--- src/rtl/vga_if.sv ---
// VGA pixel-stream bundle: raster position, sync/blanking and colour passed between drawing stages.
// The source end uses out (alias master); each consumer uses in (alias slave).
interface vga_if;
  logic [10:0] hcount;
  logic [10:0] vcount;
  logic        hsync;
  logic        hblnk;
  logic        vsync;
  logic        vblnk;
  logic [11:0] rgb;

  modport out    (output hcount, vcount, hsync, hblnk, vsync, vblnk, rgb);
  modport in     (input  hcount, vcount, hsync, hblnk, vsync, vblnk, rgb);
  modport master (output hcount, vcount, hsync, hblnk, vsync, vblnk, rgb);
  modport slave  (input  hcount, vcount, hsync, hblnk, vsync, vblnk, rgb);
endinterface

--- src/rtl/vga_timing_gen.sv ---
// Raster timing source for 800x600@60 (40 MHz pixel clock): position counters, sync/blanking,
// a frame-start strobe and a free-running frame counter. No picture is generated (rgb = 0).
module vga_timing_gen #(
  parameter int H_ACTIVE = 800,
  parameter int H_FP     = 40,
  parameter int H_SYNC   = 128,
  parameter int H_BP     = 88,
  parameter int V_ACTIVE = 600,
  parameter int V_FP     = 1,
  parameter int V_SYNC   = 4,
  parameter int V_BP     = 23,
  parameter int SYNC_POL = 1,
  parameter int FCNT_W   = 16
) (
  input  logic              clk,
  input  logic              rst,
  input  logic              en,
  vga_if.out                vga_out,
  output logic              frame_start,
  output logic [FCNT_W-1:0] frame_cnt
);

  localparam int H_TOTAL = H_ACTIVE + H_FP + H_SYNC + H_BP;
  localparam int V_TOTAL = V_ACTIVE + V_FP + V_SYNC + V_BP;

  localparam logic [10:0] H_LAST    = 11'(H_TOTAL - 1);
  localparam logic [10:0] H_BLNK_LO = 11'(H_ACTIVE);
  localparam logic [10:0] H_SYNC_LO = 11'(H_ACTIVE + H_FP);
  localparam logic [10:0] H_SYNC_HI = 11'(H_ACTIVE + H_FP + H_SYNC - 1);
  localparam logic [10:0] V_LAST    = 11'(V_TOTAL - 1);
  localparam logic [10:0] V_BLNK_LO = 11'(V_ACTIVE);
  localparam logic [10:0] V_SYNC_LO = 11'(V_ACTIVE + V_FP);
  localparam logic [10:0] V_SYNC_HI = 11'(V_ACTIVE + V_FP + V_SYNC - 1);

  localparam logic SYNC_ON = (SYNC_POL != 0);

  // Counters are 11 bits wide, so the totals must fit in 0..2047.
  generate
    if (H_TOTAL > 2048 || V_TOTAL > 2048) begin : g_bad_timing
      $error("vga_timing_gen: H_TOTAL/V_TOTAL exceed 2048");
    end
  endgenerate

  function automatic logic in_win(input logic [10:0] c, input logic [10:0] lo,
                                  input logic [10:0] hi);
    return (c >= lo) && (c <= hi);
  endfunction

  function automatic logic sync_level(input logic active);
    return active ? SYNC_ON : ~SYNC_ON;
  endfunction

  logic [10:0]       hcount_p0;
  logic [10:0]       vcount_p0;
  logic              hsync_p0;
  logic              hblnk_p0;
  logic              vsync_p0;
  logic              vblnk_p0;
  logic              frame_start_p0;
  logic [FCNT_W-1:0] frame_cnt_p0;

  logic              h_wrap;
  logic              v_wrap;
  logic              frame_wrap;
  logic [10:0]       h_nxt;
  logic [10:0]       v_nxt;

  assign h_wrap     = (hcount_p0 == H_LAST);
  assign v_wrap     = (vcount_p0 == V_LAST);
  assign frame_wrap = h_wrap && v_wrap;
  assign h_nxt      = h_wrap ? 11'd0 : hcount_p0 + 11'd1;
  assign v_nxt      = !h_wrap ? vcount_p0 : (v_wrap ? 11'd0 : vcount_p0 + 11'd1);

  // Stage p0: decode from the next position so every field lines up with the count it shows.
  always_ff @(posedge clk or negedge rst) begin
    if (!rst) begin
      hcount_p0      <= 11'd0;
      vcount_p0      <= 11'd0;
      hsync_p0       <= ~SYNC_ON;
      hblnk_p0       <= 1'b0;
      vsync_p0       <= ~SYNC_ON;
      vblnk_p0       <= 1'b0;
      frame_start_p0 <= 1'b0;
      frame_cnt_p0   <= '0;
    end else if (en) begin
      hcount_p0      <= h_nxt;
      vcount_p0      <= v_nxt;
      hsync_p0       <= sync_level(in_win(h_nxt, H_SYNC_LO, H_SYNC_HI));
      hblnk_p0       <= in_win(h_nxt, H_BLNK_LO, H_LAST);
      vsync_p0       <= sync_level(in_win(v_nxt, V_SYNC_LO, V_SYNC_HI));
      vblnk_p0       <= in_win(v_nxt, V_BLNK_LO, V_LAST);
      frame_start_p0 <= frame_wrap;
      if (frame_wrap) begin
        frame_cnt_p0 <= frame_cnt_p0 + FCNT_W'(1);
      end
    end else begin
      // A stalled cycle must not stretch the strobe.
      frame_start_p0 <= 1'b0;
    end
  end

  assign vga_out.hcount = hcount_p0;
  assign vga_out.vcount = vcount_p0;
  assign vga_out.hsync  = hsync_p0;
  assign vga_out.hblnk  = hblnk_p0;
  assign vga_out.vsync  = vsync_p0;
  assign vga_out.vblnk  = vblnk_p0;
  assign vga_out.rgb    = 12'h000;
  assign frame_start    = frame_start_p0;
  assign frame_cnt      = frame_cnt_p0;

endmodule
--- src/flat_wrapper.sv ---
// flat-port wrapper written by rule: the top's interface ports become plain ports
module vga_timing_gen_flat 
#(
  parameter int H_ACTIVE = 800,
  parameter int H_FP     = 40,
  parameter int H_SYNC   = 128,
  parameter int H_BP     = 88,
  parameter int V_ACTIVE = 600,
  parameter int V_FP     = 1,
  parameter int V_SYNC   = 4,
  parameter int V_BP     = 23,
  parameter int SYNC_POL = 1,
  parameter int FCNT_W   = 16
)
  (clk, rst, en, frame_start, frame_cnt, vga_out_hcount, vga_out_vcount, vga_out_hsync, vga_out_hblnk, vga_out_vsync, vga_out_vblnk, vga_out_rgb);
  vga_if vga_out_i ();
  input  logic clk;
  input  logic rst;
  input  logic en;
  output logic frame_start;
  output logic [FCNT_W-1:0] frame_cnt;
  output wire logic [$bits(vga_out_i.hcount)-1:0] vga_out_hcount;
  output wire logic [$bits(vga_out_i.vcount)-1:0] vga_out_vcount;
  output wire logic [$bits(vga_out_i.hsync)-1:0] vga_out_hsync;
  output wire logic [$bits(vga_out_i.hblnk)-1:0] vga_out_hblnk;
  output wire logic [$bits(vga_out_i.vsync)-1:0] vga_out_vsync;
  output wire logic [$bits(vga_out_i.vblnk)-1:0] vga_out_vblnk;
  output wire logic [$bits(vga_out_i.rgb)-1:0] vga_out_rgb;
  assign vga_out_hcount = vga_out_i.hcount;
  assign vga_out_vcount = vga_out_i.vcount;
  assign vga_out_hsync = vga_out_i.hsync;
  assign vga_out_hblnk = vga_out_i.hblnk;
  assign vga_out_vsync = vga_out_i.vsync;
  assign vga_out_vblnk = vga_out_i.vblnk;
  assign vga_out_rgb = vga_out_i.rgb;
  vga_timing_gen #(.H_ACTIVE(H_ACTIVE), .H_FP(H_FP), .H_SYNC(H_SYNC), .H_BP(H_BP), .V_ACTIVE(V_ACTIVE), .V_FP(V_FP), .V_SYNC(V_SYNC), .V_BP(V_BP), .SYNC_POL(SYNC_POL), .FCNT_W(FCNT_W)) u_core (.clk(clk), .rst(rst), .en(en), .vga_out(vga_out_i), .frame_start(frame_start), .frame_cnt(frame_cnt));
endmodule
--- config.mk ---
export PLATFORM = sky130hd
export DESIGN_NAME = vga_timing_gen_flat
export DESIGN_NICKNAME = d
export VERILOG_FILES = /design/src/rtl/vga_if.sv /design/src/rtl/vga_timing_gen.sv /design/src/flat_wrapper.sv
export SDC_FILE = /design/constraint.sdc
export NUM_CORES = 1
export LEC_CHECK = 0
export BUFFER_PORTS_ARGS = -buffer_cell sky130_fd_sc_hd__buf_2
export CORE_ASPECT_RATIO = 0.5
export CORE_MARGIN = 5
export CORE_UTILIZATION = 25
export CTS_CLUSTER_DIAMETER = 60
export CTS_CLUSTER_SIZE = 14
export DETAILED_ROUTE_END_ITERATION = 7
export GPL_TIMING_DRIVEN = 0
export HOLD_SLACK_MARGIN = 0.06
export PLACE_DENSITY = 0.51
export SKIP_LAST_GASP = 1
export SYNTH_ARGS = -nofsm -noshare
export SYNTH_HDL_FRONTEND = slang
export SYNTH_SLANG_ARGS = --single-unit
export TNS_END_PERCENT = 5
--- constraint.sdc ---
create_clock -name clk -period 4.2 [get_ports clk]
set_input_delay 0.42 -clock clk [delete_from_list [all_inputs] [get_ports clk]]
set_output_delay 0.42 -clock clk [all_outputs]
set_load 0.01 [all_outputs]
==> flow_summary.yaml <==
cts:
  clockBufferDepth: 2
  cts_resized: 0
  cts_tree: "done"
  clk_pin_slew_ns: 0.07
  insertion_delay_ns: 0.29
  cts_sinks: 43
  cts_hold_buffers: 0
  cts_setup_buffers: 0
  h-tree-depth: 2
  numCtsBuffers: 5
  root_buffer: "clkbuf_16"
global_route:
  grt_max_degree: 44
  grt_overflow_total: 0
  antenna_found_initial: 0
  first_global_vias: 2239
  grt_pass1_wl_um: 11700
  grtUsageTotal: 0.108
pwr:
  p_sw_mw: 0.409
  pwr-share-comb: 0.263
  powerDensity_nw_per_um2: 386
  power.internal_mw: 0.884
  p_leak_nw: 1.54
  clockPowerShare: 0.358
  max-vdd-ir-drop_mv: 0.153
  p_seq_frac: 0.379
  power.share.switching: 0.316
min_path:
  hold_path_class: "input pin to async pin"
routing:
  routed_wl_um: 6860
  dr.pass1.iters: 4
  wire_per_inst_um: 13.6
  vias: 2317
  drc_errors: 0
  drtAntennaViolNets: 0
  first_iter_violations: 96
  via_per_inst: 4.58
die:
  die_w_um: 158
  core-area_um2: 10800
  dieArea_um2: 13200
  num_rows: 27
  ios: 58
  die_y_um: 83.9
  initial_core_util: 0.252
setup_path:
  worstSetupPathType: "flop to flop"
  cp.required_ns: 4.42
  end_kind: "flop"
  reg2reg_depth: 9
  arrival_ns: 3.26
  crit_path_max_fanout: 9
  cp-start-kind: "flop"
timing:
  slew_viol_final: 0
  setup_viol: 0
  tns_ns: 0
  fin_crit_sh: 0.724
  period_minus_slack_ns: 3.04
  max_freq_mhz: 329
  worst_slack_ns: 1.16
  rsz0062_at_grt: "false"
  worst_pin_slew_ns: 1.01
  slew_headroom: 0.323
  clock_skew_ns: 0.00749
  hold_viol: 0
yosys:
  postSynthCellCount: 298
  syn_avg_cell_area_um2: 9.17
  netlist_area_um2: 2730
  yosysMostFrequentCell: "dfrtp_1"
  yosys-top-cells-count: "dfrtp_1 (43), nand2_1 (32), o21ai_0 (24), xnor2_1 (21), nor2_1 (20)"
  ys_seq_elements: 43
  yosysTopAreaCell: "dfrtp_1"
  yosys_warnings: 0
  ys.flop_type: "dfrtp_1"
  synth_cell_types: 51
  synthArstFlopShare: 1.00
  synthTopCellsByArea: "dfrtp_1 (39%), xnor2_1 (6.7%), o21ai_0 (4.4%)"
  synth_top_area_frac: 0.394
  synth-edff-count: 0
  ys_seq_area_frac: 0.394
placed_design:
  hpwl_um: 5010
  portBuffers: 44
  dp_cells: 498
  placed_area_um2: 3170
  gp_congestion: 0.804
  dp_slack_ns: 1.16
final_layout:
  drive_gt1_frac: 0.252
  fill_cells: 1141
  syn_to_final_growth_pct: 22.5
  stdcell_count: 506
  num_antenna_cells: 0
  num-nets-final: 367
  final_area_um2: 3350
flow_run:
  maxCapViolations: 0
run_status:
  status: "completed"
flip-flops by register name (all words and copies together), names as in the netlist:
name / flops
u_core.frame_cnt: 16
u_core.vga_out.hcount: 11
u_core.vga_out.vcount: 11
u_core.frame_start: 1
u_core.vga_out.hblnk: 1
u_core.vga_out.hsync: 1
u_core.vga_out.vblnk: 1
u_core.vga_out.vsync: 1
cell families (layout without fill, tap and decap cells):
logic type               Yosys count  count (layout)  share of synthesized area
multiplexers                       5               5                     0.0211
flip-flops                        43              43                      0.394
buffers and inverters             37              89                     0.0999
AO/OA/AOI/OAI                     59              59                      0.132
adder cells (fa/ha/maj)            4               4                     0.0183
AND/OR/NAND/NOR                  117             117                      0.230
XOR/XNOR                          32              32                      0.103
other                              1              12                    0.00137
stage by stage:
stage	total power, mW	util	hold WS, ns
2_1_floorplan	0.736	-	0.124
3_3_place_gp	0.837	0.293	0.455
3_5_place_dp	0.839	0.293	0.463
4_1_cts	1.31	0.309	0.343
5_1_grt	1.37	0.309	0.395
6_report	1.29	0.309	0.307
placed cells by master (no fill, tap or decap), types with 2 or more instances in the layout:
master	count
nor4b_1	2
o211ai_1	2
nor4_2	2
a21oi_1	8
xnor2_1	21
nand4_1	11
ha_1	4
nor4_1	2
inv_1	5
mux2_2	3
clkbuf_8	5
a31oi_1	7
or4_4	2
o21ai_0	24
nor3_1	7
nor2_1	20
and3_1	9
and4_1	2
buf_4	13
o31ai_1	5
nand2_1	32
buf_2	44
buf_6	4
dfrtp_1	43
and2_1	2
conb_1	12
o22ai_1	3
clkbuf_1	8
xor2_1	11
and3_2	2
clkbuf_16	5
nand3_1	16
nand2b_1	2
metal layers:
layer	wire length, µm	vias up	global-route usage
li1	-	1163	-
met1	3280	1095	0.149
met2	3140	54	0.170
met3	376	5	0.0259
met4	62	0	0.0258
met5	0	-	0
worst max-delay path: stages (launching register included):
cell and delay [ns]:
dfrtp_1 0.39, buf_6 0.14, or4b_4 0.53, nor4_2 0.43, nand4_1 0.18, xor2_1 0.30
nand4b_1 0.19, or4_4 0.53, nor3_2 0.18, a211o_1 0.11
power by group through the flow:
| stage | combinational [mW] | sequential (mW) | clock [mW] |
|---|---|---|---|
| 2_1_floorplan | 0.227 | 0.509 | 0 |
| 3_3_place_gp | 0.340 | 0.496 | 0 |
| 3_5_place_dp | 0.342 | 0.498 | 0 |
| 4_1_cts | 0.343 | 0.490 | 0.477 |
| 5_1_grt | 0.381 | 0.496 | 0.496 |
| 6_report | 0.340 | 0.490 | 0.463 |
worst paths after layout:
| check | to | startpoint | slack (ns) |
|---|---|---|---|
| setup / recovery | u_core.vga_out.vsync | u_core.vga_out.hcount[8] | 1.16 |
| hold / removal | u_core.frame_start | rst | 0.31 |
| setup reg to reg | u_core.vga_out.vsync | u_core.vga_out.hcount[8] | 1.16 |
| hold reg to reg | u_core.frame_cnt[15] | u_core.frame_cnt[15] | 0.47 |
| max in group asynchronous | u_core.vga_out.hcount[3] | rst | 3.27 |
| min in group clk | u_core.vga_out.hcount[9] | en | 0.46 |
final cells by class:
| class | instances | area [µm²] | share of cell area |
|---|---|---|---|
| Multi-Input combinational cell | 229 | 1420 | 0.425 |
| Sequential cell | 43 | 1080 | 0.321 |
| Buffer | 32 | 254 | 0.0759 |
| Timing Repair Buffer | 44 | 220 | 0.0658 |
| Tap cell | 145 | 181 | 0.0542 |
| Clock buffer | 5 | 125 | 0.0374 |
| Clock inverter | 3 | 47.5 | 0.0142 |
| Inverter | 5 | 18.8 | 0.00561 |
Power figures use the tool's default switching activity.
